<file path="config.mk">
export PLATFORM = sky130hd
export DESIGN_NAME = fys_mux_driver_flat
export DESIGN_NICKNAME = d
export VERILOG_FILES = /design/src/rtl/fys_mux_driver_if.sv /design/src/rtl/fys_mux_driver.sv /design/src/flat_wrapper.sv
export SDC_FILE = /design/constraint.sdc
export NUM_CORES = 1
export LEC_CHECK = 0
export CAP_MARGIN = 10
export CORE_MARGIN = 2
export CORE_UTILIZATION = 40
export CTS_BUF_LIST = sky130_fd_sc_hd__clkbuf_2 sky130_fd_sc_hd__clkbuf_4 sky130_fd_sc_hd__clkbuf_8
export DETAILED_ROUTE_END_ITERATION = 10
export SETUP_SLACK_MARGIN = 0.3
export SYNTH_ARGS = -nofsm -noshare
export SYNTH_HDL_FRONTEND = slang
export SYNTH_SLANG_ARGS = --single-unit
</file>
<file path="constraint.sdc">
create_clock -name clk -period 2.74 [get_ports clk]
set_clock_uncertainty 0.05 [all_clocks]
set_input_delay 0.548 -clock clk [delete_from_list [all_inputs] [get_ports clk]]
set_output_delay 0.548 -clock clk [all_outputs]
set_load 0.03 [all_outputs]
</file>
<file path="src/rtl/fys_mux_driver_if.sv">
// Value handshake bundle for the multiplexed 7-segment driver: the producer
// offers a full display value with per-digit decimal points, and the driver
// reports whether its single pending slot can take one.
interface fys_mux_driver_if #(
  parameter int NUM_DIGITS = 4
);
  logic                    value_valid;
  logic                    value_ready;
  logic [4*NUM_DIGITS-1:0] value_data;
  logic [NUM_DIGITS-1:0]   dp_data;

  modport master (
    output value_valid,
    output value_data,
    output dp_data,
    input  value_ready
  );

  modport slave (
    input  value_valid,
    input  value_data,
    input  dp_data,
    output value_ready
  );
endinterface

</file>
<file path="src/rtl/fys_mux_driver.sv">
// Time-multiplexed hex display driver. Each digit owns a slot of REFRESH_DIV
// cycles, the first GUARD_CYCLES of which keep every anode off so the previous
// digit's segments cannot ghost onto the next one. New values wait in a
// one-entry pending buffer and are only copied into the display registers at
// a frame boundary, so a frame is always drawn from a single value.
module fys_mux_driver #(
  parameter int NUM_DIGITS     = 4,
  parameter int REFRESH_DIV    = 50000,
  parameter int GUARD_CYCLES   = 16,
  parameter bit SEG_ACTIVE_LOW = 1'b0,
  parameter bit AN_ACTIVE_LOW  = 1'b1
) (
  input  logic                  clk,
  input  logic                  rstn,
  fys_mux_driver_if.slave       valueIf,
  input  logic                  blank_lz,
  output logic [6:0]            segments,
  output logic                  dp,
  output logic [NUM_DIGITS-1:0] anodes,
  output logic                  frame_tick
);

  localparam int SW = (REFRESH_DIV > 1) ? $clog2(REFRESH_DIV) : 1;
  localparam int DW = (NUM_DIGITS > 1) ? $clog2(NUM_DIGITS) : 1;
  localparam int VW = 4 * NUM_DIGITS;

  localparam logic [SW-1:0]         SLOT_LAST  = SW'(REFRESH_DIV - 1);
  localparam logic [DW-1:0]         DIGIT_LAST = DW'(NUM_DIGITS - 1);
  localparam logic [6:0]            SEG_OFF    = SEG_ACTIVE_LOW ? 7'h7F : 7'h00;
  localparam logic                  DP_OFF     = SEG_ACTIVE_LOW;
  localparam logic [NUM_DIGITS-1:0] AN_OFF     = AN_ACTIVE_LOW ? '1 : '0;

  // Hex nibble to active-high {g,f,e,d,c,b,a}
  function automatic logic [6:0] hexDecode(input logic [3:0] nib);
    logic [6:0] pat;
    case (nib)
      4'h0: pat = 7'h3F;
      4'h1: pat = 7'h06;
      4'h2: pat = 7'h5B;
      4'h3: pat = 7'h4F;
      4'h4: pat = 7'h66;
      4'h5: pat = 7'h6D;
      4'h6: pat = 7'h7D;
      4'h7: pat = 7'h07;
      4'h8: pat = 7'h7F;
      4'h9: pat = 7'h6F;
      4'hA: pat = 7'h77;
      4'hB: pat = 7'h7C;
      4'hC: pat = 7'h39;
      4'hD: pat = 7'h5E;
      4'hE: pat = 7'h79;
      default: pat = 7'h71;
    endcase
    return pat;
  endfunction

  logic [SW-1:0]         slotCnt_q, slotCnt_d;
  logic [DW-1:0]         digit_q, digit_d;
  logic [VW-1:0]         dispVal_q, dispVal_d;
  logic [NUM_DIGITS-1:0] dispDp_q, dispDp_d;
  logic [VW-1:0]         pendVal_q, pendVal_d;
  logic [NUM_DIGITS-1:0] pendDp_q, pendDp_d;
  logic                  pendFull_q, pendFull_d;

  logic [6:0]            segments_q;
  logic                  dp_q;
  logic [NUM_DIGITS-1:0] anodes_q;
  logic                  frameTick_q;

  logic                  slotWrap;
  logic                  frameEnd;
  logic                  accept;

  logic [3:0]            curNib;
  logic                  curDp;
  logic                  curLeadZero;
  logic                  zeroAbove;
  logic                  inGuard;
  logic [6:0]            segPat;
  logic [NUM_DIGITS-1:0] anOn;

  assign valueIf.value_ready = !pendFull_q;
  assign accept              = valueIf.value_valid && !pendFull_q;

  // Slot counter and digit index advance; a frame ends when the last digit's slot wraps
  always_comb begin
    slotCnt_d = slotCnt_q + 1'b1;
    digit_d   = digit_q;
    slotWrap  = (slotCnt_q == SLOT_LAST);
    frameEnd  = slotWrap && (digit_q == DIGIT_LAST);
    if (slotWrap) begin
      slotCnt_d = '0;
      digit_d   = (digit_q == DIGIT_LAST) ? '0 : digit_q + 1'b1;
    end
  end

  // Boundary copy uses the pending contents from before this edge; a new value can only land when pending was empty
  always_comb begin
    dispVal_d  = dispVal_q;
    dispDp_d   = dispDp_q;
    pendVal_d  = pendVal_q;
    pendDp_d   = pendDp_q;
    pendFull_d = pendFull_q;
    if (frameEnd && pendFull_q) begin
      dispVal_d  = pendVal_q;
      dispDp_d   = pendDp_q;
      pendFull_d = 1'b0;
    end
    if (accept) begin
      pendVal_d  = valueIf.value_data;
      pendDp_d   = valueIf.dp_data;
      pendFull_d = 1'b1;
    end
  end

  // Select the active digit's nibble and dp, tracking whether it and every more-significant nibble are zero
  always_comb begin
    curNib      = 4'h0;
    curDp       = 1'b0;
    curLeadZero = 1'b0;
    zeroAbove   = 1'b1;
    for (int i = NUM_DIGITS - 1; i >= 0; i--) begin
      zeroAbove = zeroAbove && (dispVal_q[4*i +: 4] == 4'h0);
      if (digit_q == DW'(i)) begin
        curNib      = dispVal_q[4*i +: 4];
        curDp       = dispDp_q[i];
        curLeadZero = zeroAbove && (i != 0);
      end
    end
  end

  // Build the active-high pin patterns for the current slot before polarity is applied
  always_comb begin
    inGuard = (int'(slotCnt_q) < GUARD_CYCLES);
    segPat  = (blank_lz && curLeadZero) ? 7'h00 : hexDecode(curNib);
    anOn    = inGuard ? '0 : (NUM_DIGITS'(1) << digit_q);
  end

  // Counters, pending buffer and display registers
  always_ff @(posedge clk or negedge rstn) begin
    if (!rstn) begin
      slotCnt_q  <= '0;
      digit_q    <= '0;
      dispVal_q  <= '0;
      dispDp_q   <= '0;
      pendVal_q  <= '0;
      pendDp_q   <= '0;
      pendFull_q <= 1'b0;
    end else begin
      slotCnt_q  <= slotCnt_d;
      digit_q    <= digit_d;
      dispVal_q  <= dispVal_d;
      dispDp_q   <= dispDp_d;
      pendVal_q  <= pendVal_d;
      pendDp_q   <= pendDp_d;
      pendFull_q <= pendFull_d;
    end
  end

  // Registered pins so the board sees glitch-free levels, reset to their inactive polarity
  always_ff @(posedge clk or negedge rstn) begin
    if (!rstn) begin
      segments_q  <= SEG_OFF;
      dp_q        <= DP_OFF;
      anodes_q    <= AN_OFF;
      frameTick_q <= 1'b0;
    end else begin
      segments_q  <= SEG_ACTIVE_LOW ? ~segPat : segPat;
      dp_q        <= SEG_ACTIVE_LOW ? ~curDp : curDp;
      anodes_q    <= AN_ACTIVE_LOW ? ~anOn : anOn;
      frameTick_q <= frameEnd;
    end
  end

  assign segments   = segments_q;
  assign dp         = dp_q;
  assign anodes     = anodes_q;
  assign frame_tick = frameTick_q;

endmodule

</file>
<file path="src/flat_wrapper.sv">
// flat-port wrapper written by rule: the top's interface ports become plain ports
module fys_mux_driver_flat 
#(
  parameter int NUM_DIGITS     = 4,
  parameter int REFRESH_DIV    = 50000,
  parameter int GUARD_CYCLES   = 16,
  parameter bit SEG_ACTIVE_LOW = 1'b0,
  parameter bit AN_ACTIVE_LOW  = 1'b1
)
  (clk, rstn, blank_lz, segments, dp, anodes, frame_tick, valueIf_value_valid, valueIf_value_data, valueIf_dp_data, valueIf_value_ready);
  fys_mux_driver_if #(.NUM_DIGITS(NUM_DIGITS)) valueIf_i ();
  input  logic clk;
  input  logic rstn;
  input  logic blank_lz;
  output logic [6:0] segments;
  output logic dp;
  output logic [NUM_DIGITS-1:0] anodes;
  output logic frame_tick;
  input wire logic [$bits(valueIf_i.value_valid)-1:0] valueIf_value_valid;
  input wire logic [$bits(valueIf_i.value_data)-1:0] valueIf_value_data;
  input wire logic [$bits(valueIf_i.dp_data)-1:0] valueIf_dp_data;
  output wire logic [$bits(valueIf_i.value_ready)-1:0] valueIf_value_ready;
  assign valueIf_i.value_valid = valueIf_value_valid;
  assign valueIf_i.value_data = valueIf_value_data;
  assign valueIf_i.dp_data = valueIf_dp_data;
  assign valueIf_value_ready = valueIf_i.value_ready;
  fys_mux_driver #(.NUM_DIGITS(NUM_DIGITS), .REFRESH_DIV(REFRESH_DIV), .GUARD_CYCLES(GUARD_CYCLES), .SEG_ACTIVE_LOW(SEG_ACTIVE_LOW), .AN_ACTIVE_LOW(AN_ACTIVE_LOW)) u_core (.clk(clk), .rstn(rstn), .valueIf(valueIf_i), .blank_lz(blank_lz), .segments(segments), .dp(dp), .anodes(anodes), .frame_tick(frame_tick));
endmodule
</file>
* After elaboration in Yosys (flattened, before gate mapping) *
Memory sizes are Yosys's and may differ from the RTL's.
Index checks and enable logic that the tools add are counted.

storage, ports and cells
  register bits after elaboration = 72
  memory bits (read-only) = 112
  input bits = 24
  word-level logic and storage cells = 51
  memories kept = 1

cells by class
  add/sub/neg operators = 2
  order comparisons = 1
  equality and inequality tests = 4
  shift-type cells = 1
  muxes and demuxes = 18
  bitwise logic cells = 1
  reductions and logical operators = 12

memory list
  memory           depth  width  rd ports  clocked after Yosys merged registers in  write ports  line                  RTL
  (no name shown)  16     7      1         0                                        0            fys_mux_driver.sv:36  case (nib)

operators by type and width
  cell                     number
  $mux W4                  5
  $add A16 B1 Y16 const B  1
  $eq A16 B16 Y1 const B   1
  $lt A16 B5 Y1 const B    1
  $mux W16                 1
  $logic_not A4 Y1         3
  $mux W1                  10
  $mux W7                  1
  $logic_and A1 B1 Y1      6
  $eq A2 B2 Y1 const B     2
  $not A4 Y4               1
  $shl A1 B2 Y4 const A    1
  $add A2 B1 Y2 const B    1
  $eq A2 B1 Y1 const B     1
  $logic_not A2 Y1         1
  $mux W2                  1
  $reduce_bool A2 Y1       1
  $logic_not A1 Y1         1

* Depth between registers and ports, before layout *
Gate-level depths: netlist of run 1.

  depth in word-level cells = 7
  depth in mapped cells = 11
  depth with buffers taken out = 10

* Worst setup path after synthesis of run 1 *
Ideal clock, no wire load.

  path kind = register to register
  from = register u_core.digit_q[0]
  to = register u_core.segments_q[4] (netlist: u_core.segments[4])
  setup time = 0.094 ns
  arrival = 2.104 ns
  required time = 2.596 ns
  slack = 0.493 ns
  stages on the path, launching flop included = 11
  path through = dfrtp_1 -> inv_1 -> ha_1 -> buf_2 -> a221o_1 -> a22oi_2 -> inv_1 -> ha_1 -> nand2_1 -> o21ai_0 -> a211oi_1

between the ends
  longest elaborated chain between the ends = 7

ends and longest elaborated chain
  item                                                   line                   RTL
  start: declaration                                     fys_mux_driver.sv:58   logic [DW-1:0] digit_q, digit_d;
  start signal: assignment                               fys_mux_driver.sv:151  digit_q <= digit_d;
  $eq A2 B2 Y1                                           fys_mux_driver.sv:124  if (digit_q == DW'(i)) begin
  $mux W4 or $mux W1 (tied branches) (4 in series)       fys_mux_driver.sv:124
  $mem_v2 Z16 W7 or $logic_and A1 B1 Y1 (tied branches)  n/a
  $mux W7 (*)                                            fys_mux_driver.sv:135  segPat = (blank_lz && curLeadZero) ? 7'h00 : hexDecode(curNib);
  named net u_core.segPat[4]                             fys_mux_driver.sv:79   logic [6:0] segPat;
  end signal: assignment                                 fys_mux_driver.sv:168  segments_q <= SEG_ACTIVE_LOW ? ~segPat : segPat;
  end: declaration                                       fys_mux_driver.sv:65   logic [6:0] segments_q;

The timed path passes the listed nets; every way through them passes the cells marked *.
A chain may end at the register's enable or synchronous reset.

* Worst setup path in the final report of run 1 *
  from = register u_core.digit_q[1]
  to = register u_core.segments_q[1] (netlist: u_core.segments[1])

Same word-level chain as after synthesis.

==> run summary, run 1 <==
=========================================================================================
Maximum net fanout on the critical path                                                14
Most frequent CP cell                                                            a211oi_1
Maximum root-to-sink buffer count                                                       2
Post-synthesis cell area                                                         3320 µm²
Final weighted congestion of routability-driven global placement                    0.813
Remaining antenna violation count after routing                                         0
FMAX                                                                              453 MHz
Placement Setup Slack                                                            0.356 ns
Arrival time at the worst endpoint                                                2.39 ns
Worst hold-check slack                                                           0.152 ns
Area of the die                                                                  9040 µm²
Synthesized net count                                                                 306
Setup CP Type                                                                     reg2reg
Proportion of netlist area held by the largest area contributor                     51.3%
Count of final setup violators                                                          0
Area leader, netlist                                                              dfrtp_1
Number of global-route vias before repair                                           2,054
Synth Warn #                                                                            0
Shortest clock period the worst path allows after layout                          2.21 ns
Mean instance size in the synthesized netlist                                    12.2 µm²
Proportion of register bits with asynchronous set or reset after synthesis           100%
Buffers on Ports                                                                       37
Clock share of power                                                                40.8%
Final wirelength                                                                  6030 µm
# hold bufs at CTS                                                                      0
Slack of the critical path                                                       0.532 ns
Crit path cell chain                                                         inv_1, ha_2, a211oi_1, a211oi_4, nand2b_1, nor2_1, a211oi_1
Detailed Route Iter0 Violations                                                        89
GRT Overall Usage                                                                   15.0%
Required time reported for the critical path endpoint                             2.92 ns
RSZ-0062 raised after global routing                                                   no
Wire length of the first global-routing pass                                    10,200 µm
Max cap viols                                                                           0
Transition time at the pin with the least slew margin                            0.565 ns
Number of buffers created by CTS                                                        9
Die height                                                                        95.1 µm
Number of antenna violations at the first check in global routing                       0
GRT overflow                                                                            0
Run status                                                                      completed
Routed vias/inst                                                                     4.99
Number of rows created at floorplan                                                    33
Final worst path period share                                                       80.6%
Number of max-slew violations in the final report                                       0
Switching Power                                                                    416 µW
Primary flip-flop cell chosen by synthesis mapping                                dfrtp_1
HPWL after detailed placement                                                     4350 µm
Final hold violation count                                                              0
Kind of start point of the critical path                                             flop
Clock tree from TritonCTS                                                           built
Buffer and inverter count on the worst path                                             1
Number of storage elements in the synthesis netlist                                    72
Number of placed I/O pins                                                              38
P per Cell Area                                                                508 nW/µm²
IR Drop Worst-Case VDD                                                           0.298 mV
Routed wire length per instance                                                   14.3 µm
Finished layout cell area                                                        3990 µm²
CTS H-tree depth                                                                        3
Number of flops mapped to enable cells by yosys                                         0
Pin count of the biggest net entering global routing                                   28
Standard cell core area                                                          8130 µm²
Switching part of the total                                                         20.5%
Most common cell after layout, fill and taps aside                                dfrtp_1
Min-Delay Path Class                                                             in2async
# nets final                                                                          347
Top cells by area, synth                                                     dfrtp_1, mux2_2, mux2_1, ha_1, dfstp_2
Remaining DRCs                                                                          0
Setup Fix Bufs, Post-CTS                                                                0
Slowest Stage Delay on Critical Path                                              0.49 ns
Post-synthesis to final-layout area growth                                          20.2%
Clock slew at reported path FFs                                                   0.07 ns
Internal power contribution                                                       1610 µW
Library cell contributing the largest single delay on the critical path          a211oi_4
Share of the yosys chip area belonging to registers                                 54.4%
Cell Area, Placed                                                                3770 µm²
Die span in x                                                                     95.1 µm
Number of sinks on the clock net                                                       72
Leakage power total                                                            0.00178 µW
Fraction of final layout cells sized beyond drive strength 1                        18.4%
Diode insertion count for antenna repair                                                0
Remaining max-slew budget at the tightest pin                                       62.4%
Number of instances in the synthesized netlist                                        271
Logic pwr share                                                                      4.2%
Commonest cells after routing, fill and taps aside                           dfrtp_1, clkdlybuf4s50_1, nor2_1, mux2_2, mux2_1
TNS Setup                                                                            0 ns
Family of cells with the greatest summed delay on the critical path          compound AO/OA/AOI/OAI gates
First-pass iteration count of the detailed router                                       4
Count of unique library cells instantiated by Yosys                                    42
Fin util                                                                            49.1%
Initial Util                                                                        40.8%
Crit end category                                                                    flop
CTS Root Cell                                                                    clkbuf_8
Clk Latency, worst-skew pair                                                      0.33 ns
Share of power burned in registers                                                  55.0%
Total number of vias                                                                2,100
=========================================================================================
-- per-layer routing --
layer / wire (µm) / global-route usage [%]
met5: 0 / 0
met1: 3020 / 21.8
met3: 288 / 4.51
met2: 2630 / 21.2
met4: 94 / 5.07
-- worst register-to-register path: cells and delay by family (launching register included) --
family | cells | cell delay, ns
AOI/OAI and AO/OA | 3 | 0.86
adders and majority gates | 1 | 0.34
buffers and inverters | 1 | 0.12
DFF | 1 | 0.43
and+or+nand+nor | 2 | 0.31
-- Yosys cell counts, types with 3 or more instances --
cell type,count
o21ai_0,5
ha_1,11
nor2_1,23
xor2_1,7
mux2_2,21
a21oi_1,8
nor3b_1,3
buf_2,5
dfstp_2,4
nor3_1,3
mux2_1,19
inv_1,9
nor2b_1,5
clkbuf_1,3
nand2_1,17
xnor2_1,7
nand3b_1,4
dfrtp_1,68
a211oi_1,7
mux2i_1,5
nand3_1,8
nor4_1,3
nand4_1,3
-- layout make-up --
| cell class | instances | area (µm²) |
|---|---|---|
| clock buffer | 12 | 153 |
| clock inverter | 3 | 42.5 |
| fill | 746 | 4140 |
| inverter | 9 | 33.8 |
| multi-input combinational | 178 | 1420 |
| sequential | 72 | 1810 |
| tap | 105 | 131 |
| timing repair buffer | 42 | 403 |
-- stage by stage --
step           cells  total power (µW)
2_1_floorplan    271              1160
3_3_place_gp     406              1220
3_5_place_dp     406              1220
4_1_cts          421              2050
5_1_grt          421              2110
6_report         421              2030
-- power by group through the flow --
stage               registers, µW  clock network (µW)  logic (µW)
floorplan                    1130                   0        30.2
global placement             1130                   0        86.1
detailed placement           1130                   0        88.7
CTS                          1110                 848        88.6
global route                 1120                 899        96.4
finish                       1110                 827        85.4
-- repair_timing --
item,in CTS,in global routing
endpoints found under the hold margin,0,0
setup endpoints to repair,0,7
resized for setup,0,7
-- final timing paths --
path / start / endpoint / slack [ns] / cells past startpoint
setup / recovery: u_core.digit_q[1]$_DFFE_PN0N_ / u_core.segments[1]$_DFF_PN0_ / 0.53 / 7
hold / removal: rstn / u_core.pendDp_q[2]$_DFFE_PN0P_ / 0.15 / 1
setup reg to reg: u_core.digit_q[1]$_DFFE_PN0N_ / u_core.segments[1]$_DFF_PN0_ / 0.53 / 7
hold reg to reg: u_core.slotCnt_q[0]$_DFF_PN0_ / u_core.slotCnt_q[0]$_DFF_PN0_ / 0.44 / 1
max in group asynchronous: rstn / u_core.dispVal_q[3]$_DFFE_PN0P_ / 1.72 / 2
min in group clk: u_core.slotCnt_q[0]$_DFF_PN0_ / u_core.slotCnt_q[0]$_DFF_PN0_ / 0.44 / 1
-- flip-flops by register name, indices dropped and copies added, names as in the netlist --
name               flops
u_core.pendVal_q      16
u_core.digit_q         2
u_core.dispVal_q      16
u_core.dispDp_q        4
u_core.segments        7
u_core.pendFull_q      1
u_core.anodes          4
u_core.slotCnt_q      16
u_core.frame_tick      1
u_core.dp              1
u_core.pendDp_q        4
-- kinds of logic after synthesis --
kind of cell               Yosys count  synth area share (%)
muxes                               45                  15.1
buffers and inverters               21                  3.51
xor gates and xnor gates            14                  3.70
AOI/OAI and AO/OA                   27                  5.96
adders and majority gates           11                  4.15
and+or+nand+nor                     81                  13.2
DFF                                 72                  54.4
(Power assumes the default switching activity.)
==> run 2, diff against run 1 <==
clock period = 2.2 ns   (was 2.74 ns; I/O delays follow)
==> run summary, run 2 (same netlist as run 1, synthesis figures left out) <==
======================================================================================
Slowest Stage Delay on Critical Path                                           0.43 ns
Required time reported for the critical path endpoint                          2.42 ns
Setup CP Type                                                                  reg2reg
Count of placed standard cells including taps                                      416
Library cell contributing the largest single delay on the critical path        dfrtp_1
Maximum root-to-sink buffer count                                                    2
Routed vias/inst                                                                  5.10
Number of max-slew violations in the final report                                    0
Remaining max-slew budget at the tightest pin                                    73.4%
HPWL after detailed placement                                                  4180 µm
Finished layout cell area                                                     4430 µm²
Area taken by flip-flops and latches                                          1810 µm²
Clock slew at reported path FFs                                                0.08 ns
Min-Delay Path Class                                                          in2async
First-pass iteration count of the detailed router                                    4
Fraction of final layout cells sized beyond drive strength 1                     36.0%
Number of buffers created by CTS                                                     9
Standard cell core area                                                       8130 µm²
FMAX                                                                           490 MHz
Final weighted congestion of routability-driven global placement                 0.821
Buffers on Ports                                                                    37
Clock tree from TritonCTS                                                        built
Commonest cells after routing, fill and taps aside                        dfrtp_1, clkdlybuf4s50_1, buf_4, nor2_1, mux2_2
RSZ-0062 raised after global routing                                               yes
Most common cell after layout, fill and taps aside                             dfrtp_1
Final hold violation count                                                           0
Clk Latency, worst-skew pair                                                   0.36 ns
Arrival time at the worst endpoint                                             2.26 ns
Number of antenna violations at the first check in global routing                    0
Fin util                                                                         54.5%
Run status                                                                   completed
Detailed Route Iter0 Violations                                                     89
Post-route insts no fill                                                           452
TNS Setup                                                                         0 ns
Count of final setup violators                                                       0
Maximum net fanout on the critical path                                              3
# nets final                                                                       377
CTS H-tree depth                                                                     3
Shortest clock period the worst path allows after layout                       2.04 ns
Combined area of the multi-input logic cells                                  1630 µm²
Diode insertion count for antenna repair                                             0
Final worst path period share                                                    92.7%
Post-synthesis to final-layout area growth                                       33.6%
Cell Area, Placed                                                             3900 µm²
P per Cell Area                                                             594 nW/µm²
Die span in x                                                                  95.1 µm
Crit end category                                                                 flop
Number of placed I/O pins                                                           38
Leakage power total                                                         0.00195 µW
Area of the die                                                               9040 µm²
Number of sinks on the clock net                                                    72
Die height                                                                     95.1 µm
Design Power                                                                   2640 µW
IR Drop Worst-Case VDD                                                        0.405 mV
Number of filler instances in the final layout                                     716
GRT overflow                                                                         0
Routed wire length per instance                                                15.3 µm
Largest registers                                                         u_core.dispVal_q x16, u_core.pendVal_q x16, u_core.slotCnt_q x16
CTS Root Cell                                                                 clkbuf_8
Max cap viols                                                                        0
Remaining antenna violation count after routing                                      0
Total number of vias                                                             2,307
GRT Overall Usage                                                                16.7%
Transition time at the pin with the least slew margin                         0.398 ns
Pin count of the biggest net entering global routing                                73
Initial Util                                                                     40.8%
Crit path cell chain                                                      ha_2, nor2b_4, a221o_1, a22oi_2, inv_2, ha_1, nor2_1, a211oi_1, nor3_1
Final wirelength                                                               6900 µm
Number of rows created at floorplan                                                 33
Kind of start point of the critical path                                          flop
Wire length of the first global-routing pass                                 11,200 µm
Number of global-route vias before repair                                        2,242
Remaining DRCs                                                                       0
======================================================================================
run 2: layout make-up:
cell class	instances	area share (%)
clock buffer	14	4.06
clock inverter	2	0.847
inverter	9	0.762
multi-input combinational	181	36.8
sequential	72	40.8
tap	105	2.96
timing repair buffer	69	13.8
run 2: path summary, 6_finish.rpt:
kind	start	to	slack (ns)	cells after the start
hold / removal	rstn	u_core.segments[3]$_DFF_PN0_	0.04	2
setup / recovery	u_core.digit_q[1]$_DFFE_PN0N_	u_core.segments[5]$_DFF_PN0_	0.16	9
max in group asynchronous	rstn	u_core.anodes[2]$_DFF_PN1_	1.71	2
min in group clk	u_core.dispDp_q[0]$_DFFE_PN0P_	u_core.dp$_DFF_PN0_	0.44	2
setup reg to reg	u_core.digit_q[1]$_DFFE_PN0N_	u_core.segments[5]$_DFF_PN0_	0.16	9
hold reg to reg	u_core.dispDp_q[0]$_DFFE_PN0P_	u_core.dp$_DFF_PN0_	0.44	2
run 2: worst max-delay path, delay by kind of cell, from the launching register on:
kind	cells	cell delay [ns]
AOI/OAI and AO/OA	3	0.56
DFF	1	0.43
adders and majority gates	2	0.41
and+or+nand+nor	3	0.38
buffers and inverters	1	0.10
run 2: metrics by stage:
stage                     hold slack (ns)  setup slack (ns)
after floorplan                    0.0944             0.126
after global placement              0.421            0.0774
after detailed placement            0.423            0.0463
after CTS                          0.0566             0.147
after global routing               0.0607            0.0136
final                              0.0350             0.160
run 2: what timing repair did:
action,4_1_cts,5_1_grt
resized for setup,38,15
buffers inserted,12,5
hold buffers,0,0
setup endpoints to repair,32,28
cloned,3,0
pin swaps,4,1
run 2: power by group:
part / switching [µW] / internal (µW)
combinational: 39.0 / 70.2
clock: 495 / 643
sequential: 22.3 / 1370
total: 556 / 2080
run 2: routing by layer:
metal | part of all wire, % | routed length [µm] | GRT usage, %
met1 | 46 | 3180 | 21.8
met2 | 48 | 3290 | 25.6
met3 | 4.4 | 300 | 5.61
met4 | 1.8 | 122 | 6.76
met5 | 0 | 0 | 0
